**src/rtl/core_pkg.sv**
```systemverilog
// Shared constants for the 8-bit pipelined core.
// Holds the datapath width, the vector addresses, the fetch-state encoding and the NOP opcode.
package core_pkg;

    localparam int DATA_W = 8;

    localparam logic [DATA_W-1:0] RESET_VEC_ADDR = 8'h00;
    localparam logic [DATA_W-1:0] INT_VEC_ADDR   = 8'h01;

    localparam logic [1:0] FS_VEC = 2'd0;
    localparam logic [1:0] FS_RUN = 2'd1;
    localparam logic [1:0] FS_INT = 2'd2;

    localparam logic [DATA_W-1:0] NOP_OPCODE = 8'h00;

endpackage

```
**src/rtl/fetch_pc_reg.sv**
```systemverilog
// Program counter register: load, increment or hold, with asynchronous clear.
// Load takes priority over increment.
module fetch_pc_reg #(
    parameter int DATA_W = 8
) (
    input  logic              clk,
    input  logic              rst,
    input  logic              i_load,
    input  logic [DATA_W-1:0] i_load_val,
    input  logic              i_inc,
    output logic [DATA_W-1:0] o_pc
);

    logic [DATA_W-1:0] r_pc;

    // NOTE: sequential state uses non-blocking assignments so every register samples pre-edge values.
    always_ff @(posedge clk or posedge rst) begin
        if (rst) begin
            r_pc <= '0;
        end else if (i_load) begin
            r_pc <= i_load_val;
        end else if (i_inc) begin
            r_pc <= r_pc + DATA_W'(1);
        end
    end

    assign o_pc = r_pc;

endmodule

```
**src/rtl/fetch_unit.sv**
```systemverilog
// Instruction-fetch stage: reset-vector load, redirects, stalls and interrupt entry via a vector fetch.
// Feeds {pc+1, instruction, flush} to the IF/ID register.
module fetch_unit #(
    parameter int                          DATA_W         = core_pkg::DATA_W,
    parameter logic [core_pkg::DATA_W-1:0] RESET_VEC_ADDR = core_pkg::RESET_VEC_ADDR,
    parameter logic [core_pkg::DATA_W-1:0] INT_VEC_ADDR   = core_pkg::INT_VEC_ADDR
) (
    input  logic              clk,
    input  logic              rst,
    input  logic              pc_write,
    input  logic              redirect_valid,
    input  logic [DATA_W-1:0] redirect_pc,
    input  logic              intr,
    output logic [DATA_W-1:0] imem_addr,
    input  logic [DATA_W-1:0] imem_data,
    output logic [DATA_W-1:0] ifid_pc,
    output logic [DATA_W-1:0] ifid_instr,
    output logic              ifid_flush,
    output logic              intr_ack,
    output logic [DATA_W-1:0] intr_ret_pc
);

    import core_pkg::*;

    logic [1:0]        r_state;
    logic              r_intr_pending;
    logic [DATA_W-1:0] r_intr_ret_pc;

    logic [1:0]        w_state_nxt;
    logic [DATA_W-1:0] w_pc;
    logic              w_in_run;
    logic              w_entry;
    logic              w_load;
    logic              w_inc;
    logic [DATA_W-1:0] w_load_val;

    assign w_in_run = (r_state == FS_RUN);
    // A redirect outranks interrupt entry; the interrupt stays pending for the next cycle.
    assign w_entry  = w_in_run && !redirect_valid && r_intr_pending && pc_write;

    // NOTE: every always_comb output gets a default first, so no path can infer a latch.
    always_comb begin
        w_state_nxt = r_state;
        w_load      = 1'b0;
        w_load_val  = imem_data;
        w_inc       = 1'b0;
        case (r_state)
            FS_VEC, FS_INT: begin
                w_load      = 1'b1;
                w_state_nxt = FS_RUN;
            end
            FS_RUN: begin
                if (redirect_valid) begin
                    w_load     = 1'b1;
                    w_load_val = redirect_pc;
                end else if (w_entry) begin
                    w_state_nxt = FS_INT;
                end else if (pc_write) begin
                    w_inc = 1'b1;
                end
            end
            default: w_state_nxt = FS_VEC;
        endcase
    end

    fetch_pc_reg #(
        .DATA_W(DATA_W)
    ) u_pc_reg (
        .clk        (clk),
        .rst        (rst),
        .i_load     (w_load),
        .i_load_val (w_load_val),
        .i_inc      (w_inc),
        .o_pc       (w_pc)
    );

    always_ff @(posedge clk or posedge rst) begin
        if (rst) begin
            r_state        <= FS_VEC;
            r_intr_pending <= 1'b0;
            r_intr_ret_pc  <= '0;
        end else begin
            r_state <= w_state_nxt;
            // A request arriving in the entry cycle re-arms pending instead of being lost.
            if (intr) begin
                r_intr_pending <= 1'b1;
            end else if (w_entry) begin
                r_intr_pending <= 1'b0;
            end
            if (w_entry) begin
                r_intr_ret_pc <= w_pc;
            end
        end
    end

    always_comb begin
        case (r_state)
            FS_VEC:  imem_addr = RESET_VEC_ADDR;
            FS_INT:  imem_addr = INT_VEC_ADDR;
            default: imem_addr = w_pc;
        endcase
    end

    assign ifid_pc     = w_pc + DATA_W'(1);
    assign ifid_instr  = w_in_run ? imem_data : NOP_OPCODE;
    assign ifid_flush  = !w_in_run || redirect_valid || w_entry;
    assign intr_ack    = w_entry;
    assign intr_ret_pc = r_intr_ret_pc;

endmodule

```
**config.mk**
```make
export PLATFORM = sky130hd
export DESIGN_NAME = fetch_unit
export DESIGN_NICKNAME = d
export VERILOG_FILES = /design/src/rtl/core_pkg.sv /design/src/rtl/fetch_pc_reg.sv /design/src/rtl/fetch_unit.sv
export SDC_FILE = /design/constraint.sdc
export NUM_CORES = 1
export LEC_CHECK = 0
export ABC_AREA = 1
export CAP_MARGIN = 20
export CORE_ASPECT_RATIO = 0.8
export CORE_MARGIN = 2
export CORE_UTILIZATION = 37
export DETAILED_ROUTE_END_ITERATION = 7
export PLACE_DENSITY_LB_ADDON = 0.12
export SLEW_MARGIN = 20
export SYNTH_ARGS = -nofsm -noshare
export SYNTH_HDL_FRONTEND = slang
export SYNTH_HIERARCHICAL = 1
export SYNTH_SLANG_ARGS = --single-unit
```
**constraint.sdc**
```tcl
create_clock -name clk -period 1.35 [get_ports clk]
set_input_delay 0.27 -clock clk [delete_from_list [all_inputs] [get_ports clk]]
set_output_delay 0.27 -clock clk [all_outputs]
set_load 0.005 [all_outputs]
```
==> flow_metrics.env <==
export IMPL_status="finished, violations left"
export IMPL_violations="negative setup slack"
export IMPL_drt_iter0_drc=60
export IMPL_synth_ff_latch_count=19
export IMPL_seq_area_frac_synth_pct=34.7
export IMPL_ys_warn_count=6
export IMPL_initial_core_util_pct=39.2
export IMPL_routed_wl_mm=4.76
export IMPL_worst_slew_pin_slew_ps=458
export IMPL_cp_required_ps=1080
export IMPL_drive_gt1_share_pct=49.2
export IMPL_relSlewSlack_pct=69.4
export IMPL_p_comb_share_pct=74.6
export IMPL_routed_top_layer="met4"
export IMPL_report_final_slew_viol_count=0
export IMPL_worstSkewPairLatency_ps=260
export IMPL_ff2ff_setup_slack_ps=-160
export IMPL_core_area_sq_um=3490
export IMPL_period_minus_slack_ps=1600
export IMPL_port_buffers=54
export IMPL_h_tree_depth=1
export IMPL_dr_pass1_iters=4
export IMPL_rows=19
export IMPL_seq_power_share_pct=18.4
export IMPL_synth_top_area_cell="dfrtp_1"
export IMPL_cts_root_buf="clkbuf_8"
export IMPL_power_leakage_nw=1.49
export IMPL_synth_distinct_cells=21
export IMPL_gp_congestion=0.784
export IMPL_post_drt_via_cell_ratio=4.72
export IMPL_antennaDiodeCount=0
export IMPL_wl_met2_mm=2.42
export IMPL_syn2layout_area_growth_pct=99.5
export IMPL_critPathKind="reg -> out"
export IMPL_utilization_pct=78.3
export IMPL_die_height_um=58.5
export IMPL_wl_met1_mm=2.04
export IMPL_finalSetupViolCount=34
export IMPL_clock_power_share_pct=7.0
export IMPL_layout_setup_ws_ps=-246
export IMPL_hold_viol=0
export IMPL_path_buf_inv=2
export IMPL_holdWs_ps=307
export IMPL_cp_top_family="flip-flops"
export IMPL_ant_nets=0
export IMPL_crit_arrival_ps=1330
export IMPL_finalClockSkew_ps=6.68
export IMPL_clock_fmax_ghz=0.627
export IMPL_cts_tree="built"
export IMPL_power_density_nw_per_um2=2090
export IMPL_ir_worst_vdd_uv=1340
export IMPL_holdCritPathClass="in -> async"
export IMPL_grt_ovfl_total=0
export IMPL_synth_top_cells_by_area="dfrtp_1, nand2_1, nand3_1"
export IMPL_crit_fanout=2
export IMPL_vias=1759
export IMPL_intPower_w=0.00335
export IMPL_cp_slowest_cell="dfrtp_1"
export IMPL_netlist_instances=211
export IMPL_numCtsBuffers=3
export IMPL_grt_antenna_before_repair=0
export IMPL_syn_num_nets=234
export IMPL_avgSynthCellArea_sq_um=6.50
export IMPL_startpoint_type="flop"
export IMPL_end_kind="output pin"
export IMPL_period_share_pct=118
export IMPL_dieArea_sq_um=4210
export IMPL_syn_area_sq_um=1370
export IMPL_maxCapViolCount=0
export IMPL_drcViolationCount=0
export IMPL_layout_common_cells="nand2_1, buf_4, buf_6"
export IMPL_mostFrequentLayoutCell="nand2_1"
export IMPL_rsz0062_at_grt="yes"
export IMPL_ioPinCount=55
export IMPL_nNetsFinal=355
export IMPL_synth_top_area_share_pct=34.7
export IMPL_grt_pass1_wl_mm=7.60
export IMPL_dr_wl_met3_um=264
export IMPL_grt_pass1_vias=1700
export IMPL_grt_max_degree=12
export IMPL_track_usage_pct=23.1
export IMPL_dp_final_hpwl_mm=3.07
export IMPL_max_stage_delay_ps=410
export IMPL_cts_sinks=19
export IMPL_setup_tns_final_ps=-4170
export IMPL_fp_dieW_um=72.1
export IMPL_cts_max_path_buffers=2
export IMPL_swShare_pct=41.5
export IMPL_clk_pin_slew_ps=70
export IMPL_p_switching_w=0.00238
export IMPL_crit_chain="buf_6 -> ha_4 -> nand2_4 -> nor2_2 -> xor2_1 -> buf_2"
export IMPL_pre_cts_slack_ps=-459
export IMPL_wl_per_cell_um=12.8
[per-stage QoR]
stage	total power, W	cells	area (sq um)
2_1_floorplan	0.00230	211	1380
3_5_place_dp	0.00398	337	2190
4_1_cts	0.00514	366	2550
3_3_place_gp	0.00395	337	2190
5_1_grt	0.00614	373	2740
6_report	0.00572	373	2740
[layer usage]
metal  vias up  global-route usage [%]
met5         -                       0
met4         0                    5.66
met3         4                    4.11
met2        63                    41.7
met1       792                    28.6
li1        900                       -
[final timing paths]
| kind | end | start | cells after the start |
|---|---|---|---|
| setup / recovery | ifid_pc[4] | u_pc_reg/o_pc[0] | 6 |
| hold / removal | u_pc_reg/o_pc[7] | rst | 2 |
| setup reg to reg | u_pc_reg/o_pc[3] | r_state[0] | 10 |
| hold reg to reg | intr_ret_pc[3] | intr_ret_pc[3] | 2 |
| max in group asynchronous | r_state[0] | rst | 2 |
| min in group clk | intr_ret_pc[3] | intr_ret_pc[3] | 2 |
[layout make-up]
class	instances	area [sq um]
inverters	35	141
clock inverters	1	5.00
well taps	42	52.6
repair buffers	121	1050
multi-input cells	152	970
clock buffers	3	41.3
fillers	257	759
flip-flops and latches	19	478
[state kept, by name, summed over array words and instances, names as in the netlist]
name / count
intr_ret_pc: 8
r_intr_pending: 1
r_state: 2
u_pc_reg/o_pc: 8
[power groups by stage]
| stage | Clock, W | Sequential [W] | Combinational [W] |
|---|---|---|---|
| 2_1_floorplan | 0 | 0.00110 | 0.00120 |
| 3_3_place_gp | 0 | 0.00102 | 0.00293 |
| 3_5_place_dp | 0 | 0.00102 | 0.00296 |
| 4_1_cts | 0.000403 | 0.00103 | 0.00371 |
| 5_1_grt | 0.000439 | 0.00109 | 0.00462 |
| 6_report | 0.000399 | 0.00106 | 0.00427 |
[cells by family after synthesis]
logic type	after synthesis	share of synthesized area [%]
and+or+nand+nor	133	42.5
buffers and inverters	40	12.5
adders and majority gates	2	1.82
DFF	19	34.7
AOI/OAI and AO/OA	14	6.57
xor gates and xnor gates	3	1.92
[Yosys cell counts]
master,n
a21oi_1,2
a22oi_1,6
buf_2,2
buf_4,1
buf_6,2
dfrtp_1,19
ha_1,2
inv_1,31
inv_2,4
nand2_1,76
nand2_2,3
nand3_1,28
nand3_2,1
nand3b_1,2
nor2_1,18
nor2_2,2
nor2_4,3
o21ai_0,3
o21ai_1,1
o21bai_1,2
xor2_1,3
[timing repair]
| item | in CTS | in global routing |
|---|---|---|
| hold buffers | 0 | 0 |
| gates cloned | 0 | 0 |
| hold endpoints to repair | 0 | 0 |
| buffers inserted | 25 | 9 |
| pin swaps | 21 | 19 |
| gates resized for setup | 177 | 45 |
| endpoints found under the setup margin | 42 | 34 |
No activity file was read; power rests on OpenSTA's default activity.
